==> config.mk <==
export PLATFORM = sky130hd
export DESIGN_NAME = msrv32_pc_unit_flat
export DESIGN_NICKNAME = d
export VERILOG_FILES = /design/src/rtl/msrv32_pkg.sv /design/src/rtl/msrv32_pc_unit_if.sv /design/src/rtl/msrv32_pc_next.sv /design/src/rtl/msrv32_pc_unit.sv /design/src/flat_wrapper.sv
export SDC_FILE = /design/constraint.sdc
export NUM_CORES = 1
export LEC_CHECK = 0
export BUFFER_PORTS_ARGS = -buffer_cell sky130_fd_sc_hd__buf_2
export CAP_MARGIN = 0
export CORE_UTILIZATION = 40
export CTS_CLUSTER_SIZE = 12
export DETAILED_ROUTE_END_ITERATION = 7
export GPL_TIMING_DRIVEN = 0
export PLACE_DENSITY = 0.74
export SLEW_MARGIN = 20
export SYNTH_ARGS = -nofsm -noshare
export SYNTH_HDL_FRONTEND = slang
export SYNTH_SLANG_ARGS = --single-unit
==> constraint.sdc <==
create_clock -name ms_riscv32_mp_clk_in -period 2.4 [get_ports ms_riscv32_mp_clk_in]
set_input_delay 0.24 -clock ms_riscv32_mp_clk_in [delete_from_list [all_inputs] [get_ports ms_riscv32_mp_clk_in]]
set_output_delay 0.24 -clock ms_riscv32_mp_clk_in [all_outputs]
set_load 0.05 [all_outputs]
==> src/rtl/msrv32_pkg.sv <==
// Shared definitions for the MSRV32 program-counter unit.
// Holds the pc_src_in encodings, the PC FSM state codes and default widths.
package msrv32_pkg;

    localparam int          XLEN_DEFAULT = 32;
    localparam logic [31:0] BOOT_ADDRESS_DEFAULT = 32'h0000_0000;

    // pc_src_in encodings
    localparam logic [1:0] PC_SRC_BOOT = 2'b00;
    localparam logic [1:0] PC_SRC_EPC  = 2'b01;
    localparam logic [1:0] PC_SRC_TRAP = 2'b10;
    localparam logic [1:0] PC_SRC_NEXT = 2'b11;

    // PC FSM state codes
    localparam logic [1:0] ST_BOOT = 2'b00;
    localparam logic [1:0] ST_RUN  = 2'b01;
    localparam logic [1:0] ST_HOLD = 2'b10;

endpackage

==> src/rtl/msrv32_pc_unit_if.sv <==
// Bundle of fetch-side control, address and status signals of the PC unit.
// slave  : seen from the PC unit (control in, addresses/status out).
// master : seen from the driver (core control logic or testbench).
interface msrv32_pc_unit_if #(
    parameter int XLEN = 32
) ();
    logic            ahb_ready_in;
    logic            branch_taken_in;
    logic [1:0]      pc_src_in;
    logic [XLEN-1:0] epc_in;
    logic [XLEN-1:0] trap_address_in;
    logic [XLEN-1:0] iaddr_in;
    logic            instr_16_in;
    logic [XLEN-1:0] pc_out;
    logic [XLEN-1:0] pc_plus_step_out;
    logic [XLEN-1:0] i_addr_out;
    logic            misaligned_instr_logic_out;
    logic            redirect_pending_out;

    modport slave (
        input  ahb_ready_in, branch_taken_in, pc_src_in, epc_in,
               trap_address_in, iaddr_in, instr_16_in,
        output pc_out, pc_plus_step_out, i_addr_out,
               misaligned_instr_logic_out, redirect_pending_out
    );

    modport master (
        output ahb_ready_in, branch_taken_in, pc_src_in, epc_in,
               trap_address_in, iaddr_in, instr_16_in,
        input  pc_out, pc_plus_step_out, i_addr_out,
               misaligned_instr_logic_out, redirect_pending_out
    );
endinterface

==> src/rtl/msrv32_pc_next.sv <==
// Combinational next-PC selection for the MSRV32 fetch stage.
// Ports: i_pc (current PC), i_pc_src / i_branch_taken / i_epc / i_trap /
// i_iaddr / i_instr_16 (selection inputs); o_selected (chosen address),
// o_pc_plus_step (sequential successor), o_misaligned (bad branch target),
// o_redirect (this cycle asks for a non-sequential fetch).
module msrv32_pc_next
    import msrv32_pkg::*;
#(
    parameter int              XLEN         = 32,
    parameter logic [XLEN-1:0] BOOT_ADDRESS = '0,
    parameter int              IALIGN       = 32
) (
    input  logic [XLEN-1:0] i_pc,
    input  logic [1:0]      i_pc_src,
    input  logic            i_branch_taken,
    input  logic [XLEN-1:0] i_epc,
    input  logic [XLEN-1:0] i_trap,
    input  logic [XLEN-1:0] i_iaddr,
    input  logic            i_instr_16,
    output logic [XLEN-1:0] o_selected,
    output logic [XLEN-1:0] o_pc_plus_step,
    output logic            o_misaligned,
    output logic            o_redirect
);
    localparam logic [XLEN-1:0] STEP_4 = {{(XLEN-3){1'b0}}, 3'd4};
    localparam logic [XLEN-1:0] STEP_2 = {{(XLEN-3){1'b0}}, 3'd2};

    logic            w_half_step;
    logic [XLEN-1:0] w_tgt;
    logic            w_branch_next;

    // Compressed stepping only exists when 16-bit alignment is enabled.
    assign w_half_step    = (IALIGN == 16) ? i_instr_16 : 1'b0;
    // Wraps modulo 2^XLEN by construction.
    assign o_pc_plus_step = i_pc + (w_half_step ? STEP_2 : STEP_4);
    assign w_tgt          = i_branch_taken ? {i_iaddr[XLEN-1:1], 1'b0} : o_pc_plus_step;
    assign w_branch_next  = i_branch_taken & (i_pc_src == PC_SRC_NEXT);
    assign o_redirect     = (i_pc_src != PC_SRC_NEXT) | w_branch_next;
    assign o_misaligned   = (IALIGN == 32) ? (w_branch_next & w_tgt[1]) : 1'b0;

    // Source mux over the four pc_src encodings.
    always_comb begin
        case (i_pc_src)
            PC_SRC_BOOT: o_selected = BOOT_ADDRESS;
            PC_SRC_EPC:  o_selected = i_epc;
            PC_SRC_TRAP: o_selected = i_trap;
            PC_SRC_NEXT: o_selected = w_tgt;
            default:     o_selected = BOOT_ADDRESS;
        endcase
    end
endmodule

==> src/rtl/msrv32_pc_unit.sv <==
// Registered program-counter unit for the MSRV32 fetch stage.
// Holds the fetch address across AHB wait states and parks redirects
// (branch, trap, mret) raised during a wait state until the bus accepts.
// Ports: ms_riscv32_mp_clk_in (clock), ms_riscv32_mp_rst_in (async,
// active-high reset), bus (msrv32_pc_unit_if slave: control in,
// pc/i_addr/step/status out).
module msrv32_pc_unit
    import msrv32_pkg::*;
#(
    parameter int              XLEN         = XLEN_DEFAULT,
    parameter logic [XLEN-1:0] BOOT_ADDRESS = BOOT_ADDRESS_DEFAULT[XLEN-1:0],
    parameter int              IALIGN       = 32
) (
    input  logic                    ms_riscv32_mp_clk_in,
    input  logic                    ms_riscv32_mp_rst_in,
    msrv32_pc_unit_if.slave         bus
);
    logic [1:0]      r_state;
    logic [XLEN-1:0] r_pc;
    logic [XLEN-1:0] r_iaddr;
    logic [XLEN-1:0] r_pending;
    logic            r_pending_flag;

    logic [1:0]      w_state_nxt;
    logic [XLEN-1:0] w_pc_nxt;
    logic [XLEN-1:0] w_iaddr_nxt;
    logic [XLEN-1:0] w_pending_nxt;
    logic            w_pending_flag_nxt;

    logic [XLEN-1:0] w_selected;
    logic [XLEN-1:0] w_pc_plus_step;
    logic            w_misaligned;
    logic            w_redirect;

    msrv32_pc_next #(
        .XLEN         (XLEN),
        .BOOT_ADDRESS (BOOT_ADDRESS),
        .IALIGN       (IALIGN)
    ) u_pc_next (
        .i_pc           (r_pc),
        .i_pc_src       (bus.pc_src_in),
        .i_branch_taken (bus.branch_taken_in),
        .i_epc          (bus.epc_in),
        .i_trap         (bus.trap_address_in),
        .i_iaddr        (bus.iaddr_in),
        .i_instr_16     (bus.instr_16_in),
        .o_selected     (w_selected),
        .o_pc_plus_step (w_pc_plus_step),
        .o_misaligned   (w_misaligned),
        .o_redirect     (w_redirect)
    );

    // Next-state logic; a misaligned branch freezes everything until the trap arrives.
    always_comb begin
        w_state_nxt        = r_state;
        w_pc_nxt           = r_pc;
        w_iaddr_nxt        = r_iaddr;
        w_pending_nxt      = r_pending;
        w_pending_flag_nxt = r_pending_flag;
        case (r_state)
            ST_BOOT: begin
                if (bus.ahb_ready_in) begin
                    w_pc_nxt    = BOOT_ADDRESS;
                    w_iaddr_nxt = BOOT_ADDRESS;
                    w_state_nxt = ST_RUN;
                end else if (w_redirect && !w_misaligned) begin
                    w_pending_nxt      = w_selected;
                    w_pending_flag_nxt = 1'b1;
                    w_state_nxt        = ST_HOLD;
                end else begin
                    w_state_nxt = ST_BOOT;
                end
            end
            ST_RUN: begin
                if (w_misaligned) begin
                    w_state_nxt = ST_RUN;
                end else if (bus.ahb_ready_in) begin
                    w_pc_nxt    = w_selected;
                    w_iaddr_nxt = w_selected;
                end else if (w_redirect) begin
                    w_pending_nxt      = w_selected;
                    w_pending_flag_nxt = 1'b1;
                    w_state_nxt        = ST_HOLD;
                end else begin
                    w_state_nxt = ST_RUN;
                end
            end
            ST_HOLD: begin
                if (w_misaligned) begin
                    w_state_nxt = ST_HOLD;
                end else if (bus.ahb_ready_in) begin
                    // A redirect arriving together with ready is newer than the parked one.
                    if (w_redirect) begin
                        w_pc_nxt    = w_selected;
                        w_iaddr_nxt = w_selected;
                    end else begin
                        w_pc_nxt    = r_pending;
                        w_iaddr_nxt = r_pending;
                    end
                    w_pending_flag_nxt = 1'b0;
                    w_state_nxt        = ST_RUN;
                end else if (w_redirect) begin
                    w_pending_nxt = w_selected;
                end else begin
                    w_state_nxt = ST_HOLD;
                end
            end
            default: begin
                w_state_nxt        = ST_BOOT;
                w_pending_flag_nxt = 1'b0;
            end
        endcase
    end

    // State and address registers.
    always_ff @(posedge ms_riscv32_mp_clk_in or posedge ms_riscv32_mp_rst_in) begin
        if (ms_riscv32_mp_rst_in) begin
            r_state        <= ST_BOOT;
            r_pc           <= BOOT_ADDRESS;
            r_iaddr        <= BOOT_ADDRESS;
            r_pending      <= '0;
            r_pending_flag <= 1'b0;
        end else begin
            r_state        <= w_state_nxt;
            r_pc           <= w_pc_nxt;
            r_iaddr        <= w_iaddr_nxt;
            r_pending      <= w_pending_nxt;
            r_pending_flag <= w_pending_flag_nxt;
        end
    end

    assign bus.pc_out                     = r_pc;
    assign bus.i_addr_out                 = r_iaddr;
    assign bus.pc_plus_step_out           = w_pc_plus_step;
    assign bus.misaligned_instr_logic_out = w_misaligned;
    assign bus.redirect_pending_out       = r_pending_flag;
endmodule

==> src/flat_wrapper.sv <==
// flat-port wrapper written by rule: the top's interface ports become plain ports
module msrv32_pc_unit_flat import msrv32_pkg::*;
#(
    parameter int              XLEN         = XLEN_DEFAULT,
    parameter logic [XLEN-1:0] BOOT_ADDRESS = BOOT_ADDRESS_DEFAULT[XLEN-1:0],
    parameter int              IALIGN       = 32
)
  (ms_riscv32_mp_clk_in, ms_riscv32_mp_rst_in, bus_ahb_ready_in, bus_branch_taken_in, bus_pc_src_in, bus_epc_in, bus_trap_address_in, bus_iaddr_in, bus_instr_16_in, bus_pc_out, bus_pc_plus_step_out, bus_i_addr_out, bus_misaligned_instr_logic_out, bus_redirect_pending_out);
  msrv32_pc_unit_if #(.XLEN(XLEN)) bus_i ();
  input  logic ms_riscv32_mp_clk_in;
  input  logic ms_riscv32_mp_rst_in;
  input wire logic [$bits(bus_i.ahb_ready_in)-1:0] bus_ahb_ready_in;
  input wire logic [$bits(bus_i.branch_taken_in)-1:0] bus_branch_taken_in;
  input wire logic [$bits(bus_i.pc_src_in)-1:0] bus_pc_src_in;
  input wire logic [$bits(bus_i.epc_in)-1:0] bus_epc_in;
  input wire logic [$bits(bus_i.trap_address_in)-1:0] bus_trap_address_in;
  input wire logic [$bits(bus_i.iaddr_in)-1:0] bus_iaddr_in;
  input wire logic [$bits(bus_i.instr_16_in)-1:0] bus_instr_16_in;
  output wire logic [$bits(bus_i.pc_out)-1:0] bus_pc_out;
  output wire logic [$bits(bus_i.pc_plus_step_out)-1:0] bus_pc_plus_step_out;
  output wire logic [$bits(bus_i.i_addr_out)-1:0] bus_i_addr_out;
  output wire logic [$bits(bus_i.misaligned_instr_logic_out)-1:0] bus_misaligned_instr_logic_out;
  output wire logic [$bits(bus_i.redirect_pending_out)-1:0] bus_redirect_pending_out;
  assign bus_i.ahb_ready_in = bus_ahb_ready_in;
  assign bus_i.branch_taken_in = bus_branch_taken_in;
  assign bus_i.pc_src_in = bus_pc_src_in;
  assign bus_i.epc_in = bus_epc_in;
  assign bus_i.trap_address_in = bus_trap_address_in;
  assign bus_i.iaddr_in = bus_iaddr_in;
  assign bus_i.instr_16_in = bus_instr_16_in;
  assign bus_pc_out = bus_i.pc_out;
  assign bus_pc_plus_step_out = bus_i.pc_plus_step_out;
  assign bus_i_addr_out = bus_i.i_addr_out;
  assign bus_misaligned_instr_logic_out = bus_i.misaligned_instr_logic_out;
  assign bus_redirect_pending_out = bus_i.redirect_pending_out;
  msrv32_pc_unit #(.XLEN(XLEN), .BOOT_ADDRESS(BOOT_ADDRESS), .IALIGN(IALIGN)) u_core (.ms_riscv32_mp_clk_in(ms_riscv32_mp_clk_in), .ms_riscv32_mp_rst_in(ms_riscv32_mp_rst_in), .bus(bus_i));
endmodule
==> impl_metrics.env <==
export IMPL_totalNegativeSetupSlack_ns=-0.01602
export IMPL_drv_cap=0
export IMPL_drive_gt1_share_pct=43.51
export IMPL_worst_setup_path_type="reg -> out"
export IMPL_synth_edf_count=0
export IMPL_layout_cells_non_filler=1073
export IMPL_drtPass1Iterations=6
export IMPL_place_congestion=0.9292
export IMPL_clock_path_buffers=2
export IMPL_ys_flop_type="dfrtp_1"
export IMPL_critical_path_peak_fanout=6
export IMPL_hold_depth=2
export IMPL_clock_power_share_pct=14.2
export IMPL_arrival_ns=2.18
export IMPL_grt_pass1_vias=5699
export IMPL_die_h_um=116.2
export IMPL_synthArstFlopShare_pct=100.0
export IMPL_cts_inserted_buffers=9
export IMPL_rows=41
export IMPL_power_frac_comb_pct=61.9
export IMPL_ys_ff_latch=67
export IMPL_drc=0
export IMPL_clk_pin_slew_ns=0.06
export IMPL_tightestPinTransition_ns=0.8935
export IMPL_final_max_slew_violation_count=0
export IMPL_insertion_delay_ns=0.33
export IMPL_final_area_mm2=0.007551
export IMPL_die_area_mm2=0.01349
export IMPL_slew_headroom_pct=40.44
export IMPL_hold_viol_final=0
export IMPL_utilization_pct=59.59
export IMPL_antenna_left=0
export IMPL_yosysUniqueCellTypes=62
export IMPL_critPathLaunchType="flip-flop"
export IMPL_run_status="finished, violations left"
export IMPL_vias=6394
export IMPL_antenna_found_initial=0
export IMPL_first_iter_violations=845
export IMPL_syn_inst=651
export IMPL_hp_class="in -> reg"
export IMPL_grt_ovfl_total=0
export IMPL_ys_warn_count=0
export IMPL_fin_worst_skew_ns=0.01105
export IMPL_fmax_mhz=413.9
export IMPL_syn_area_per_cell_um2=8.007
export IMPL_vdd_drop_max_mv=0.6768
export IMPL_cts_tree="yes"
export IMPL_ios=201
export IMPL_final_cell_mix="buf_2, nand2_1, buf_4"
export IMPL_grt_max_degree=38
export IMPL_fillerInstances=1146
export IMPL_cts_root_buffer="clkbuf_16"
export IMPL_htreeDepth=3
export IMPL_port_buffers=197
export IMPL_pwr_density_cell_mw_per_mm2=1278
export IMPL_dp_hpwl_um=15550
export IMPL_reg2reg_depth=8
export IMPL_yosysSeqAreaShare_pct=32.17
export IMPL_synth_area_leaders="dfrtp_1, o21ai_0, a22o_1"
export IMPL_wl_per_cell_um=20.44
export IMPL_final_period_utilization_pct=100.7
export IMPL_p_int_mw=4.362
export IMPL_p_leak_nw=3.738
export IMPL_synth_fp_nets=760
export IMPL_wl_um=21940
export IMPL_pwr_share_seq_pct=23.9
export IMPL_fin_nets=1005
export IMPL_finalWorstSetupSlack_ns=-0.01602
export IMPL_synthDominantCellAreaShare_pct=32.17
export IMPL_holdWs_ns=0.2654
export IMPL_area_delta_synth_final_pct=44.86
export IMPL_rsz0062_at_grt="yes"
export IMPL_setup_viol=1
export IMPL_start_util_pct=41.14
export IMPL_yosysTopAreaCell="dfrtp_1"
export IMPL_postPlaceCellArea_mm2=0.006679
export IMPL_grtUsageTotal_pct=32.51
export IMPL_grt_pass1_wl_um=32290
export IMPL_layout_commonest_cell="buf_2"
export IMPL_die_width_um=116.2
export IMPL_finalCriticalPeriod_ns=2.416
export IMPL_dp_cells=1021
export IMPL_violations="negative setup slack"
export IMPL_crit_path_end_kind="output pin"
export IMPL_switchingPower_mw=5.289
export IMPL_cts_sinks=67
export IMPL_cp_required_ns=2.16
export IMPL_antenna_cells=0
export IMPL_syn_cell_area_mm2=0.005212
export IMPL_p_sw_share_pct=54.80
export IMPL_core_area_mm2=0.01267
export IMPL_via_per_inst=5.959
==> power by group through the flow <==
stage	sequential, mW	combinational, mW	clock, mW
after global placement	2.27	5.43	0
after detailed placement	2.29	5.47	0
after global routing	2.36	6.30	1.42
after CTS	2.27	5.69	1.37
after floorplan	2.83	3.48	0
final	2.30	5.97	1.37
==> cells by family (layout without fill, tap and decap cells) <==
family / Yosys count / after routing / synth area share [%]
AO/OA/AOI/OAI: 248 / 248 / 31.95
buffers and inverters: 105 / 355 / 10.44
AND/OR/NAND/NOR: 191 / 191 / 17.91
XOR/XNOR: 28 / 28 / 4.849
adder cells (fa/ha/maj): 6 / 6 / 1.440
multiplexers: 6 / 6 / 1.248
flip-flops: 67 / 67 / 32.17
==> flip-flops by register name (all words and copies together), names as in the netlist <==
| signal | count |
|---|---|
| u_core.bus.pc_out | 32 |
| u_core.r_pending | 32 |
| u_core.r_state | 2 |
| u_core.bus.redirect_pending_out | 1 |
==> layer usage <==
| metal | share of wire, % | vias to the layer above | track usage (%) |
|---|---|---|---|
| met5 | 0 | - | 0 |
| met4 | 3.5 | 0 | 11.88 |
| met3 | 11 | 66 | 8.926 |
| met2 | 45 | 467 | 50.40 |
| met1 | 40 | 3015 | 43.46 |
| li1 | - | 2846 | - |
==> synthesized netlist by cell type, types with 7 or more instances <==
library cell,number
nand4_1,15
nor2_1,39
xor2_1,11
buf_4,35
a21oi_1,51
a221o_1,8
o211ai_1,7
nor2b_1,7
xnor2_1,16
nand2_1,82
nand3_1,14
o21ai_0,69
clkbuf_1,22
buf_1,7
a22oi_1,21
buf_2,12
inv_1,25
a22o_1,39
dfrtp_1,67
==> critical path: stages (launching register included) <==
cell	delay (ns)
dfrtp_2	0.42
nand4_1	0.22
nor3_4	0.24
buf_6	0.16
nand4_1	0.15
buf_4	0.19
nor2_4	0.14
xor2_4	0.15
buf_6	0.17
==> worst paths after layout <==
kind / start / to / slack [ns]
worst max-delay path: u_core.bus.pc_out[10]$_DFFE_PP0P_ / bus_pc_plus_step_out[31] / -0.02
worst min-delay path: bus_ahb_ready_in / u_core.bus.redirect_pending_out$_DFFE_PP0P_ / 0.27
worst max register to register: u_core.r_state[0]$_DFFE_PP0P_ / u_core.r_pending[20]$_DFFE_PP0P_ / 0.12
worst min register to register: u_core.r_pending[27]$_DFFE_PP0P_ / u_core.r_pending[27]$_DFFE_PP0P_ / 0.48
max in group asynchronous: ms_riscv32_mp_rst_in / u_core.bus.pc_out[22]$_DFFE_PP0P_ / 1.36
min in group asynchronous: ms_riscv32_mp_rst_in / u_core.r_pending[8]$_DFFE_PP0P_ / 0.46
==> through the flow <==
step                      total power [mW]  setup slack, ns
after floorplan                      6.306         -0.07312
after global placement               7.699          -0.7265
after detailed placement             7.757          -0.3504
after CTS                            9.323        -0.007941
after global routing                 10.08         -0.05806
final                                9.651         -0.01602
==> timing repair <==
| action | 4_1_cts | 5_1_grt |
|---|---|---|
| setup buffers | 21 | 21 |
| pin swaps | 13 | 14 |
| endpoints found under the hold margin | 30 | 0 |
| setup endpoints to repair | 48 | 42 |
| gates resized for setup | 45 | 39 |
| hold buffers | 1 | 0 |
==> final cells by class <==
class | instances | area (um^2) | share of cell area [%]
Buffer | 73 | 429.2 | 5.684
Tap cell | 172 | 215.2 | 2.850
Clock buffer | 12 | 256.5 | 3.397
Clock inverter | 4 | 48.80 | 0.6462
Inverter | 26 | 100.1 | 1.326
Timing Repair Buffer | 240 | 1401 | 18.56
Multi-Input combinational cell | 479 | 3391 | 44.90
Sequential cell | 67 | 1709 | 22.63
Power figures use the tool's default switching activity.
